===== src/rtl/vga_mode_switch.sv =====
// VGA timing generator with a frame-synchronous display-mode switch.
// On a mode change it holds the old mode until the next frame boundary, then blanks BLANK_FRAMES frames.
module vga_mode_switch #(
  parameter int N_MODES      = 5,
  parameter int RGB_W        = 16,
  parameter int CNT_W        = 10,
  parameter int CLK_DIV      = 4,
  parameter int H_ACTIVE     = 640,
  parameter int H_FP         = 16,
  parameter int H_SYNC       = 96,
  parameter int H_BP         = 48,
  parameter int V_ACTIVE     = 480,
  parameter int V_FP         = 10,
  parameter int V_SYNC       = 2,
  parameter int V_BP         = 33,
  parameter bit SYNC_POL     = 1'b0,
  parameter int BLANK_FRAMES = 1
) (
  input  logic                       clk,
  input  logic                       rst,
  input  logic [N_MODES-1:0]         game_mode,
  input  logic [N_MODES*RGB_W-1:0]   pix_data_in,
  output logic                       pix_en,
  output logic [CNT_W-1:0]           pix_x,
  output logic [CNT_W-1:0]           pix_y,
  output logic                       active,
  output logic                       vga_hsync,
  output logic                       vga_vsync,
  output logic [RGB_W-1:0]           rgb,
  output logic [N_MODES-1:0]         cur_mode,
  output logic                       switching
);

  localparam int H_TOT = H_ACTIVE + H_FP + H_SYNC + H_BP;
  localparam int V_TOT = V_ACTIVE + V_FP + V_SYNC + V_BP;
  localparam int DIV_W = (CLK_DIV > 1) ? $clog2(CLK_DIV) : 1;
  localparam int BC_W  = (BLANK_FRAMES > 0) ? $clog2(BLANK_FRAMES + 1) : 1;

  typedef enum logic [1:0] {RUN, PEND, BLANK} state_t;

  state_t               state_q;
  logic [DIV_W-1:0]     div_q, div_d;
  logic [CNT_W-1:0]     h_q, h_d, v_q, v_d;
  logic [N_MODES-1:0]   cur_mode_q, pend_q, pend_nx, req;
  logic [BC_W-1:0]      blank_cnt_q;
  logic [RGB_W-1:0]     rgb_q, sel;
  logic                 active_q, hsync_q, vsync_q;
  logic                 h_last, v_last, fb, in_act, hs_on, vs_on;

  always_comb begin
    div_d  = (div_q == DIV_W'(CLK_DIV - 1)) ? '0 : div_q + DIV_W'(1);
    h_last = (h_q == CNT_W'(H_TOT - 1));
    v_last = (v_q == CNT_W'(V_TOT - 1));
    h_d    = h_q;
    v_d    = v_q;
    if (pix_en) begin
      h_d = h_last ? '0 : h_q + CNT_W'(1);
      if (h_last) v_d = v_last ? '0 : v_q + CNT_W'(1);
    end
    fb      = pix_en & h_last & v_last;
    // Two's-complement trick isolates the lowest set request bit.
    req     = game_mode & (~game_mode + N_MODES'(1));
    pend_nx = (req != '0) ? req : pend_q;
    in_act  = (h_q < CNT_W'(H_ACTIVE)) && (v_q < CNT_W'(V_ACTIVE));
    hs_on   = (h_q >= CNT_W'(H_ACTIVE + H_FP)) && (h_q <= CNT_W'(H_ACTIVE + H_FP + H_SYNC - 1));
    vs_on   = (v_q >= CNT_W'(V_ACTIVE + V_FP)) && (v_q <= CNT_W'(V_ACTIVE + V_FP + V_SYNC - 1));
    sel     = '0;
    for (int k = 0; k < N_MODES; k++) begin
      if (cur_mode_q[k]) sel = sel | pix_data_in[k*RGB_W +: RGB_W];
    end
  end

  // Gated by rst so the tick is low for the whole reset, even with CLK_DIV=1.
  assign pix_en = rst & (div_q == DIV_W'(CLK_DIV - 1));

  always_ff @(posedge clk or negedge rst) begin
    if (!rst) begin
      div_q    <= '0;
      h_q      <= '0;
      v_q      <= '0;
      rgb_q    <= '0;
      active_q <= 1'b0;
      hsync_q  <= ~SYNC_POL;
      vsync_q  <= ~SYNC_POL;
    end else begin
      div_q <= div_d;
      h_q   <= h_d;
      v_q   <= v_d;
      if (pix_en) begin
        active_q <= in_act;
        hsync_q  <= hs_on ? SYNC_POL : ~SYNC_POL;
        vsync_q  <= vs_on ? SYNC_POL : ~SYNC_POL;
        rgb_q    <= (in_act && state_q != BLANK) ? sel : '0;
      end
    end
  end

  always_ff @(posedge clk or negedge rst) begin
    if (!rst) begin
      state_q     <= RUN;
      cur_mode_q  <= '0;
      pend_q      <= '0;
      blank_cnt_q <= '0;
    end else begin
      case (state_q)
        RUN: begin
          if (req != '0 && req != cur_mode_q) begin
            pend_q  <= req;
            state_q <= PEND;
          end
        end
        PEND: begin
          if (req != '0 && req == cur_mode_q) begin
            state_q <= RUN;
          end else begin
            pend_q <= pend_nx;
            if (fb) begin
              if (BLANK_FRAMES == 0) begin
                cur_mode_q <= pend_nx;
                state_q    <= RUN;
              end else begin
                blank_cnt_q <= BC_W'(BLANK_FRAMES);
                state_q     <= BLANK;
              end
            end
          end
        end
        BLANK: begin
          pend_q <= pend_nx;
          if (fb) begin
            if (blank_cnt_q == BC_W'(1)) begin
              cur_mode_q <= pend_nx;
              state_q    <= RUN;
            end else begin
              blank_cnt_q <= blank_cnt_q - BC_W'(1);
            end
          end
        end
        default: state_q <= RUN;
      endcase
    end
  end

  assign pix_x     = h_q;
  assign pix_y     = v_q;
  assign active    = active_q;
  assign vga_hsync = hsync_q;
  assign vga_vsync = vsync_q;
  assign rgb       = rgb_q;
  assign cur_mode  = cur_mode_q;
  assign switching = (state_q != RUN);

endmodule


===== config.mk =====
export PLATFORM = sky130hd
export DESIGN_NAME = vga_mode_switch
export DESIGN_NICKNAME = d
export VERILOG_FILES = /design/src/rtl/vga_mode_switch.sv
export SDC_FILE = /design/constraint.sdc
export NUM_CORES = 1
export LEC_CHECK = 0
export ABC_CLOCK_PERIOD_IN_PS = 3870
export BUFFER_PORTS_ARGS = -buffer_cell sky130_fd_sc_hd__buf_2
export CAP_MARGIN = 20
export CORE_MARGIN = 3
export CORE_UTILIZATION = 52
export CTS_CLUSTER_DIAMETER = 80
export DETAILED_ROUTE_END_ITERATION = 8
export GPL_TIMING_DRIVEN = 0
export PLACE_DENSITY_LB_ADDON = 0.05
export SLEW_MARGIN = 20
export SYNTH_ARGS = -nofsm -noshare
export SYNTH_HDL_FRONTEND = slang
export SYNTH_SLANG_ARGS = --single-unit

===== constraint.sdc =====
create_clock -name clk -period 3.87 [get_ports clk]
set_input_delay 0.5805 -clock clk [delete_from_list [all_inputs] [get_ports clk]]
set_output_delay 0.5805 -clock clk [all_outputs]
set_load 0.01 [all_outputs]

==> results of run 1 <==
report_power, final:
part	internal [mW]	switching, mW
logic	0.139	0.146
registers	0.609	0.0430
clock network	0.190	0.183
total	0.938	0.372
how the worst max path moves through the flow:
stage	start	to	slack, ps	cells after the start
after floorplan	game_mode[0]	state_q[0]	1470	6
after CTS	rst	cur_mode[3]	890	7
final	rst	cur_mode[3]	940	7
after detailed placement	rst	cur_mode[3]	580	7
after global placement	rst	cur_mode[3]	100	7
after global routing	rst	cur_mode[3]	690	7
cell families after synthesis:
group,Yosys count,synth area share
fa+ha+maj,10,0.04072
buf+inv,32,0.04193
simple gates,108,0.1877
xor+xnor,14,0.03990
flops,54,0.4406
mux,2,0.006922
compound gates,96,0.2423
routing by layer:
layer | wire (µm) | share of wire | vias to the layer above | track usage
met2 | 4293 | 0.48 | 130 | 0.4031
met5 | 0 | 0 | - | 0
met3 | 581 | 0.065 | 17 | 0.06349
li1 | - | - | 1488 | -
met1 | 3906 | 0.44 | 1531 | 0.3561
met4 | 157 | 0.018 | 0 | 0.07578
cell usage in the layout (no fill, tap or decap), drive strengths merged, types with 3 or more instances in the layout:
| cell | netlist | final |
|---|---|---|
| clkbuf | 12 | 17 |
| a22o | 18 | 18 |
| dfrtp | 52 | 52 |
| ha | 10 | 10 |
| nor2b | 4 | 4 |
| nor2 | 19 | 19 |
| xnor2 | 9 | 9 |
| o211ai | 5 | 5 |
| nor4 | 3 | 3 |
| nor4bb | 3 | 3 |
| nand2 | 33 | 33 |
| or3 | 3 | 3 |
| nor3 | 7 | 7 |
| a222oi | 16 | 16 |
| o21ai | 13 | 13 |
| nand3 | 13 | 13 |
| nand4 | 7 | 7 |
| a21oi | 7 | 7 |
| buf | 3 | 134 |
| and2 | 3 | 3 |
| a22oi | 18 | 18 |
| or4 | 4 | 4 |
| xor2 | 5 | 5 |
| inv | 17 | 17 |
layout make-up:
type	instances	area, µm²
Buffer	15	65.06
Clock buffer	5	68.82
Clock inverter	2	38.79
Fill cell	468	1679
Inverter	17	63.81
Multi-Input combinational cell	230	1590
Sequential cell	54	1354
Tap cell	72	90.09
Timing Repair Buffer	131	658.1
registers in the layout (all words and copies together), names as in the netlist, 2 cells and up:
| signal | count |
|---|---|
| state_q | 2 |
| rgb | 16 |
| pix_y | 10 |
| pend_q | 5 |
| pix_x | 10 |
| cur_mode | 5 |
| div_q | 2 |
==> impl_results.md, run 1 <==
- Status: complete, no violations
- Pin count of the biggest net entering global routing: 56
- CP top delay family: simple AND/OR/NAND/NOR gates
- Synth cell count leaders: dfrtp_1 (52), nand2_1 (33), a22o_1 (18), a22oi_1 (18), nor2_1 (18)
- Clock sink count: 54
- Pre-antenna DRT Iters: 5
- RSZ-0062 raised after global routing: no
- Synth-to-Final Area Change: 27.85%
- Initial DRC Count: 254
- Flip-flop and latch count after synthesis: 54
- Critical path cell sequence: buf_4 -> nand2_1 -> or4_4 -> buf_6 -> nor3_2 -> o211ai_1 -> o21ai_0
- Min-delay worst type: input port to asynchronous set/reset pin
- Antenna Cells: 0
- Share of layout cells above drive strength 1: 0.3304
- Post-synth cell types: 53
- # nets final: 551
- FF-to-FF setup slack: 1400 ps
- Via count: 3166
- Setup TNS: 0 ps
- Post-DP Area: 3821 µm²
- Power Total: 1.310 mW
- H-Tree Depth: 2
- Gpl congestion: 0.8258
- Horiz. Die Dim: 82.88 µm
- CTS root buf: clkbuf_8
- PortBufs: 131
- Worst Hold Slack: 299.0 ps
- # IOs: 133
- Fin crit share: 0.7566
- Maximum fanout along the worst path: 55
- Max incr delay on CP: 610 ps
- Crit path arrival time: 3150 ps
- Post-DP HPWL: 6779 µm
- Number of synthesized flops with an enable pin: 0
- Antenna viol nets, final: 0
- # rows: 27
- Critical path's slowest cell: or4_4
- Worst Path Class, Setup: input port to flop
- Setup Fix Bufs, Post-CTS: 0
- WL final: 8939 µm
- Via density: 6.019
- Skew final: 10.28 ps
- Fin cells: 526
- Max-Cap Viols: 0
- Worst R2R End: state_q[0]
- Gr usage total: 0.2580
- Slew Viols, Final: 0
- Worst Path Required: 4090 ps
- CP startpoint kind: input port
- Slew @ Worst Pin: 856.4 ps
- Routed len/inst: 16.99 µm
- Setup WS post-layout: 941.8 ps
- Area leader, netlist: dfrtp_1
- Max clock buf depth: 2
- Post-CTS sizing: 0
- Critical Path End Type: flop
- Achievable Freq: 0.3415 GHz
- Die height: 82.88 µm
- Initial antenna violation count: 0
- Reg2Reg Depth: 6
- Dpl cells: 519
- Avg Cell Area, Syn: 9.725 µm²
- CTS clk-pin slew, worst paths: 100 ps
- Power per cell area: 333.5 nW/µm²
- Global-route wire length before repair: 14660 µm
- Maximum vdd ir drop: 0.3423 mV
- Count leader, synth: dfrtp_1
- Yosys top cell area share: 0.4235
- Final hold vios: 0
- Cts hold-fix bufs: 0
- TritonCTS buffer count: 5
- Starting Density: 0.5480
- CP Buf/Inv Count: 2
- Synth warn: 0
- Final setup viols: 0
- DRC viols: 0
- Vias in the first global route: 3004
- Synthesized area: 3073 µm²
- Dominant cells by area after synthesis: dfrtp_1 (42%), a222oi_1 (5.2%), a22o_1 (5.1%)
- Post-Syn Instances: 316
- Dpl ws: 577.6 ps
- Final core utilization: 0.7006
- Static Leakage: 1.883 nW
- Asr flop ratio synth: 1.000
- Post-Synthesis Net Count: 413
- Core Region: 5608 µm²
- R2R Path Start: cur_mode[0]
- Slew headroom: 0.4243
- Fin crit period: 2928 ps
- CTS tree: yes
- Design Area, Final: 3929 µm²
- Gr ovfl total: 0
- Skew-Pair Late Insertion Delay: 310 ps
- Top FF cell, synth: dfrtp_1
- Register area share after synthesis: 0.4406
- Die area: 6868 µm²
Power figures use the tool's default switching activity.
==> run 2, diff against run 1 <==
ABC_AREA = 1   (was unset)
ABC_CLOCK_PERIOD_IN_PS = 2500   (was 3870)
CORE_UTILIZATION = 44   (was 52)
clock period = 2.5 ns   (was 3.87 ns; I/O delays follow)
==> run 2 against run 1 <==
Net effect: cell count rose by 29%; total power rose by 53%; first-iteration DRC count fell by 51%; synthesized cell count rose by 40%; sequential share of layout area fell by 2.3 points; setup slack got worse by 520 ps; clock skew fell by 0.95 ps; global-route usage fell by 3.7 points; critical path type unchanged; largest cell class unchanged; highest routed layer unchanged.
==> impl_results.md, run 2 <==
- Dpl ws: 25.09 ps
- Register area: 1354 µm²
- CTS tree: yes
- Cts hold-fix bufs: 0
- Number of synthesized flops with an enable pin: 0
- Static Leakage: 2.336 nW
- # rows: 31
- Starting Density: 0.4580
- Area leader, netlist: dfrtp_1
- Antenna viol nets, final: 0
- RSZ-0062 raised after global routing: no
- Via count: 3484
- Crit path arrival time: 2320 ps
- Slew headroom: 0.5415
- GR Util met1: 0.2802
- Post-DP Area: 4126 µm²
- # nets final: 679
- Antenna Cells: 0
- Share of layout cells above drive strength 1: 0.2887
- Setup Fix Bufs, Post-CTS: 0
- Gpl congestion: 0.8909
- Clock sink count: 54
- Final hold vios: 0
- Most common cell after layout, fill and taps aside: nand2_1
- # IOs: 133
- Worst R2R End: cur_mode[1]
- TritonCTS buffer count: 5
- Gr usage total: 0.2212
- Synth warn: 0
- Synthesized area: 3339 µm²
- CTS root buf: clkbuf_8
- Maximum vdd ir drop: 0.2121 mV
- Core Region: 7292 µm²
- DRC viols: 0
- Skew final: 9.332 ps
- Achievable Freq: 0.4816 GHz
- Routing usage on met2: 0.3809
- Yosys top cell area share: 0.3897
- Reg2Reg Depth: 8
- Global-route wire length before repair: 15480 µm
- Top FF cell, synth: dfrtp_1
- Slew @ Worst Pin: 687.8 ps
- Post-DP HPWL: 7256 µm
- WL final: 9140 µm
- Multi-input gate area: 1723 µm²
- Die area: 8671 µm²
- Final setup viols: 0
- Max clock buf depth: 2
- Maximum fanout along the worst path: 55
- Vias in the first global route: 3387
- Dpl cells: 674
- Asr flop ratio synth: 1.000
- R2R Path Start: pix_x[1]
- Setup WS post-layout: 423.5 ps
- Synth cell count leaders: nand2_1 (153), dfrtp_1 (52), inv_1 (49)
- Met3 Use GR: 0.04666
- Pre-antenna DRT Iters: 4
- Power Total: 2.007 mW
- PortBufs: 132
- Synth-to-Final Area Change: 26.08%
- Register area share after synthesis: 0.4054
- Worst Setup SP: rst
- Flip-flop and latch count after synthesis: 54
- CTS clk-pin slew, worst paths: 100 ps
- CP startpoint kind: input port
- Post-Syn Instances: 443
- Fin crit share: 0.8306
- Fin cells: 681
- Horiz. Die Dim: 93.12 µm
- Worst Path Class, Setup: input port to flop
- Initial DRC Count: 124
- Avg Cell Area, Syn: 7.538 µm²
- Post-Synthesis Net Count: 540
- Slew Viols, Final: 0
- Routed len/inst: 13.42 µm
- Fin crit period: 2077 ps
- Initial antenna violation count: 0
- Power per cell area: 476.7 nW/µm²
- Design Area, Final: 4210 µm²
- Grt peak-use layer: met2
- H-Tree Depth: 2
- Post-CTS sizing: 0
- Critical Path End Type: flop
- Commonest cells after routing, fill and taps aside: nand2_1 (153), buf_2 (137), dfrtp_1 (52), inv_1 (49), nor2_1 (32)
- Max-Cap Viols: 0
- Via density: 5.116
- Pin count of the biggest net entering global routing: 56
- Worst Path Required: 2750 ps
- Post-synth cell types: 34
- Dominant cells by area after synthesis: dfrtp_1 (39%), nand2_1 (17%), inv_1 (5.5%)
- Fillers: 747
- Final core utilization: 0.5774
- Largest register FFs: 16
- Skew-Pair Late Insertion Delay: 310 ps
- FF-to-FF setup slack: 520 ps
- Die height: 93.12 µm
- Status: complete, no violations
- Min-delay worst type: input port to asynchronous set/reset pin
- Count leader, synth: nand2_1
- Worst Hold Slack: 106.2 ps
- Gr ovfl total: 0
- Setup TNS: 0 ps
==> run 2: cell count changes in the layout (fill, tap and decap cells not counted), sizes merged, moves of 8 or more <==
cell    previous run  this run
nand2             33       156
inv               17        52
nor2              19        38
a22oi             18         0
a222oi            16         0
a221oi             2        17
nand3             13        22
xnor2              9         0
buf              134       142
==> run 2: layer usage <==
metal | part of all wire | wire [µm]
met5 | 0 | 0
met4 | 0.017 | 153
met3 | 0.063 | 573
met2 | 0.48 | 4403
met1 | 0.44 | 4010
==> run 2: report_power, final <==
part	internal, mW	switching, mW
sequential	0.936	0.0706
clock	0.192	0.296
combinational	0.208	0.304
total	1.34	0.670
==> run 2: kinds of logic (layout without fill, tap and decap cells) <==
family | after synthesis | in the layout | synth area share
and+or+nand+nor | 239 | 239 | 0.3173
AOI/OAI and AO/OA | 68 | 68 | 0.1480
buffers and inverters | 67 | 206 | 0.07868
DFF | 54 | 54 | 0.4054
adders and majority gates | 10 | 10 | 0.03747
xor gates and xnor gates | 5 | 5 | 0.01311
==> run 2: worst max path at each step <==
stage | end | depth (start not counted)
after floorplan | cur_mode[0] | 8
after global placement | rgb[10] | 9
after detailed placement | rgb[6] | 9
after CTS | rgb[6] | 9
after global routing | rgb[12] | 9
final | rgb[6] | 9
==> run 2: layout make-up <==
cell class / instances / area share
Tap cell: 99 / 0.02942
Clock buffer: 5 / 0.01634
Inverter: 52 / 0.04636
Clock inverter: 2 / 0.003566
Timing Repair Buffer: 132 / 0.1575
Sequential cell: 54 / 0.3215
Multi-Input combinational cell: 322 / 0.4092
Buffer: 15 / 0.01605
==> run 2: critical path, stage by stage <==
cell and delay (ps):
buf_4 540, nand2_2 220, inv_1 120, buf_4 180, nand4_1 170, nor2_2 290
buf_2 280, nand2_1 90, nand2_1 60
==> run 3, diff against run 2 <==
ABC_AREA = 0   (was 1)
ABC_CLOCK_PERIOD_IN_PS = 1900   (was 2500)
CORE_UTILIZATION = 43   (was 44)
clock period = 1.9 ns   (was 2.5 ns; I/O delays follow)
==> run 3 against run 2 <==
Net effect: the flow now finishes with violations (negative hold slack, negative setup slack); worst hold slack got worse by 210 ps; setup slack worse by 680 ps; clock skew up 0.80 ps; sequential power rose by 32%; first-iteration DRC count is 22% higher; sequential share of layout area is 1.3 points lower; total power rose by 38%; non-clock buffer count up 24; routed wire length grew 5.8%; flip-flop and latch count unchanged; via count is 6.5% lower; count of clock-buffer cells in the layout rose by 2; critical path type is now flop to flop; largest power group unchanged; highest routed layer unchanged.
==> impl_results.md, run 3 (synthesis gave the netlist of run 1 again) <==
- Horiz. Die Dim: 90.54 µm
- CTS tree: yes
- Dpl ws: -1090 ps
- Worst Path Class, Setup: flop to flop
- RSZ-0062 raised after global routing: yes
- Gr ovfl total: 0
- Pre-antenna DRT Iters: 5
- Via count: 3259
- Commonest cells after routing, fill and taps aside: buf_2 (131), dfrtp_1 (48), nand2_1 (32), buf_4 (24)
- # nets final: 576
- Failing checks: negative hold slack, negative setup slack
- Setup WS post-layout: -256.8 ps
- Setup TNS: -2120 ps
- WL final: 9672 µm
- Min-delay worst type: input port to asynchronous set/reset pin
- Starting Density: 0.4474
- Global-route wire length before repair: 14920 µm
- Final hold vios: 52
- Fillers: 581
- Worst Path Required: 2150 ps
- Initial DRC Count: 151
- Share of layout cells above drive strength 1: 0.4250
- Maximum fanout along the worst path: 5
- Via density: 5.658
- Pin count of the biggest net entering global routing: 56
- Grt peak-use layer: met2
- Achievable Freq: 0.4637 GHz
- Power Total: 2.772 mW
- H-Tree Depth: 2
- DRC viols: 0
- Skew-Pair Late Insertion Delay: 310 ps
- Status: finished, violations left
- Post-DP Area: 3861 µm²
- Power per cell area: 629.9 nW/µm²
- Die area: 8197 µm²
- Core Region: 6869 µm²
- Design Area, Final: 4400 µm²
- CTS clk-pin slew, worst paths: 90 ps
- Initial antenna violation count: 0
- CP startpoint kind: flop
- Vias in the first global route: 3059
- Critical Path End Type: flop
- Worst Hold Slack: -107.7 ps
- Max clock buf depth: 2
- Antenna Cells: 0
- Post-DP HPWL: 6815 µm
- Clock sink count: 54
- TritonCTS buffer count: 5
- CTS root buf: clkbuf_8
- Largest register FFs: 16
- Skew final: 10.13 ps
- Slew @ Worst Pin: 621.0 ps
- Crit path arrival time: 2400 ps
- Slew headroom: 0.5860
- Routed len/inst: 16.79 µm
- Final setup viols: 15
- Routing usage on met2: 0.3904
- Antenna viol nets, final: 0
- Most common cell after layout, fill and taps aside: buf_2
- Gr usage total: 0.2235
- Gpl congestion: 0.8897
- Maximum vdd ir drop: 0.3337 mV
- Fin crit share: 1.135
- Static Leakage: 2.087 nW
- Max-Cap Viols: 0
- Slew Viols, Final: 0
- # IOs: 133
- Met3 Use GR: 0.04417
- PortBufs: 131
- Synth-to-Final Area Change: 43.20%
- Fin crit period: 2157 ps
- # rows: 30
- Die height: 90.54 µm
- GR Util met1: 0.2778
[run 3: path summary, 6_finish.rpt]
kind                            depth (start not counted)  slack [ps]            start         to
worst min-delay path                                    1        -110              rst   pix_x[2]
worst min register to register                          1         470         div_q[0]   div_q[0]
worst max-delay path                                    5        -260         pix_x[7]   pix_y[9]
max in group asynchronous                               1        1660              rst  vga_vsync
min in group clk                                        4         300  pix_data_in[72]     rgb[8]
worst max register to register                          5        -260         pix_x[7]   pix_y[9]
[run 3: power breakdown]
part           internal, mW  total (mW)  switching, mW
Clock                 0.430       0.808          0.377
Combinational         0.323       0.638          0.315
Sequential             1.24        1.33         0.0867
Total                  1.99        2.77          0.779
[run 3: area by class of cell]
| class | count | area, µm² | area share |
|---|---|---|---|
| Buffer | 14 | 78.83 | 0.01791 |
| Clock buffer | 7 | 86.33 | 0.01962 |
| Clock inverter | 1 | 30.03 | 0.006824 |
| Inverter | 17 | 63.81 | 0.01450 |
| Multi-Input combinational cell | 230 | 1785 | 0.4057 |
| Sequential cell | 54 | 1359 | 0.3088 |
| Tap cell | 96 | 120.1 | 0.02730 |
| Timing Repair Buffer | 157 | 877.1 | 0.1993 |
[run 3: metrics by stage]
step           std cells  utilization
2_1_floorplan        316            -
3_3_place_gp         543       0.5617
3_5_place_dp         543       0.5621
4_1_cts              563       0.6098
5_1_grt              576       0.6406
6_report             576       0.6406
[run 3: worst max-delay path, cell delays in order, from the launching register on]
cell and delay [ps]:
dfrtp_2 430, or3_4 390, or4_4 480, or4_4 540, xor2_2 160, nor2_2 100
[run 3: metal layers]
metal / share of wire / routed length, µm
met3: 0.066 / 642
met5: 0 / 0
met4: 0.026 / 256
met2: 0.48 / 4677
met1: 0.42 / 4095
[run 3: repair_timing]
action | in CTS | in global routing
pin swaps | 4 | 9
buffers inserted | 13 | 14
setup endpoints to repair | 44 | 20
resized for setup | 33 | 25
gates cloned | 0 | 0
hold endpoints to repair | 52 | 52
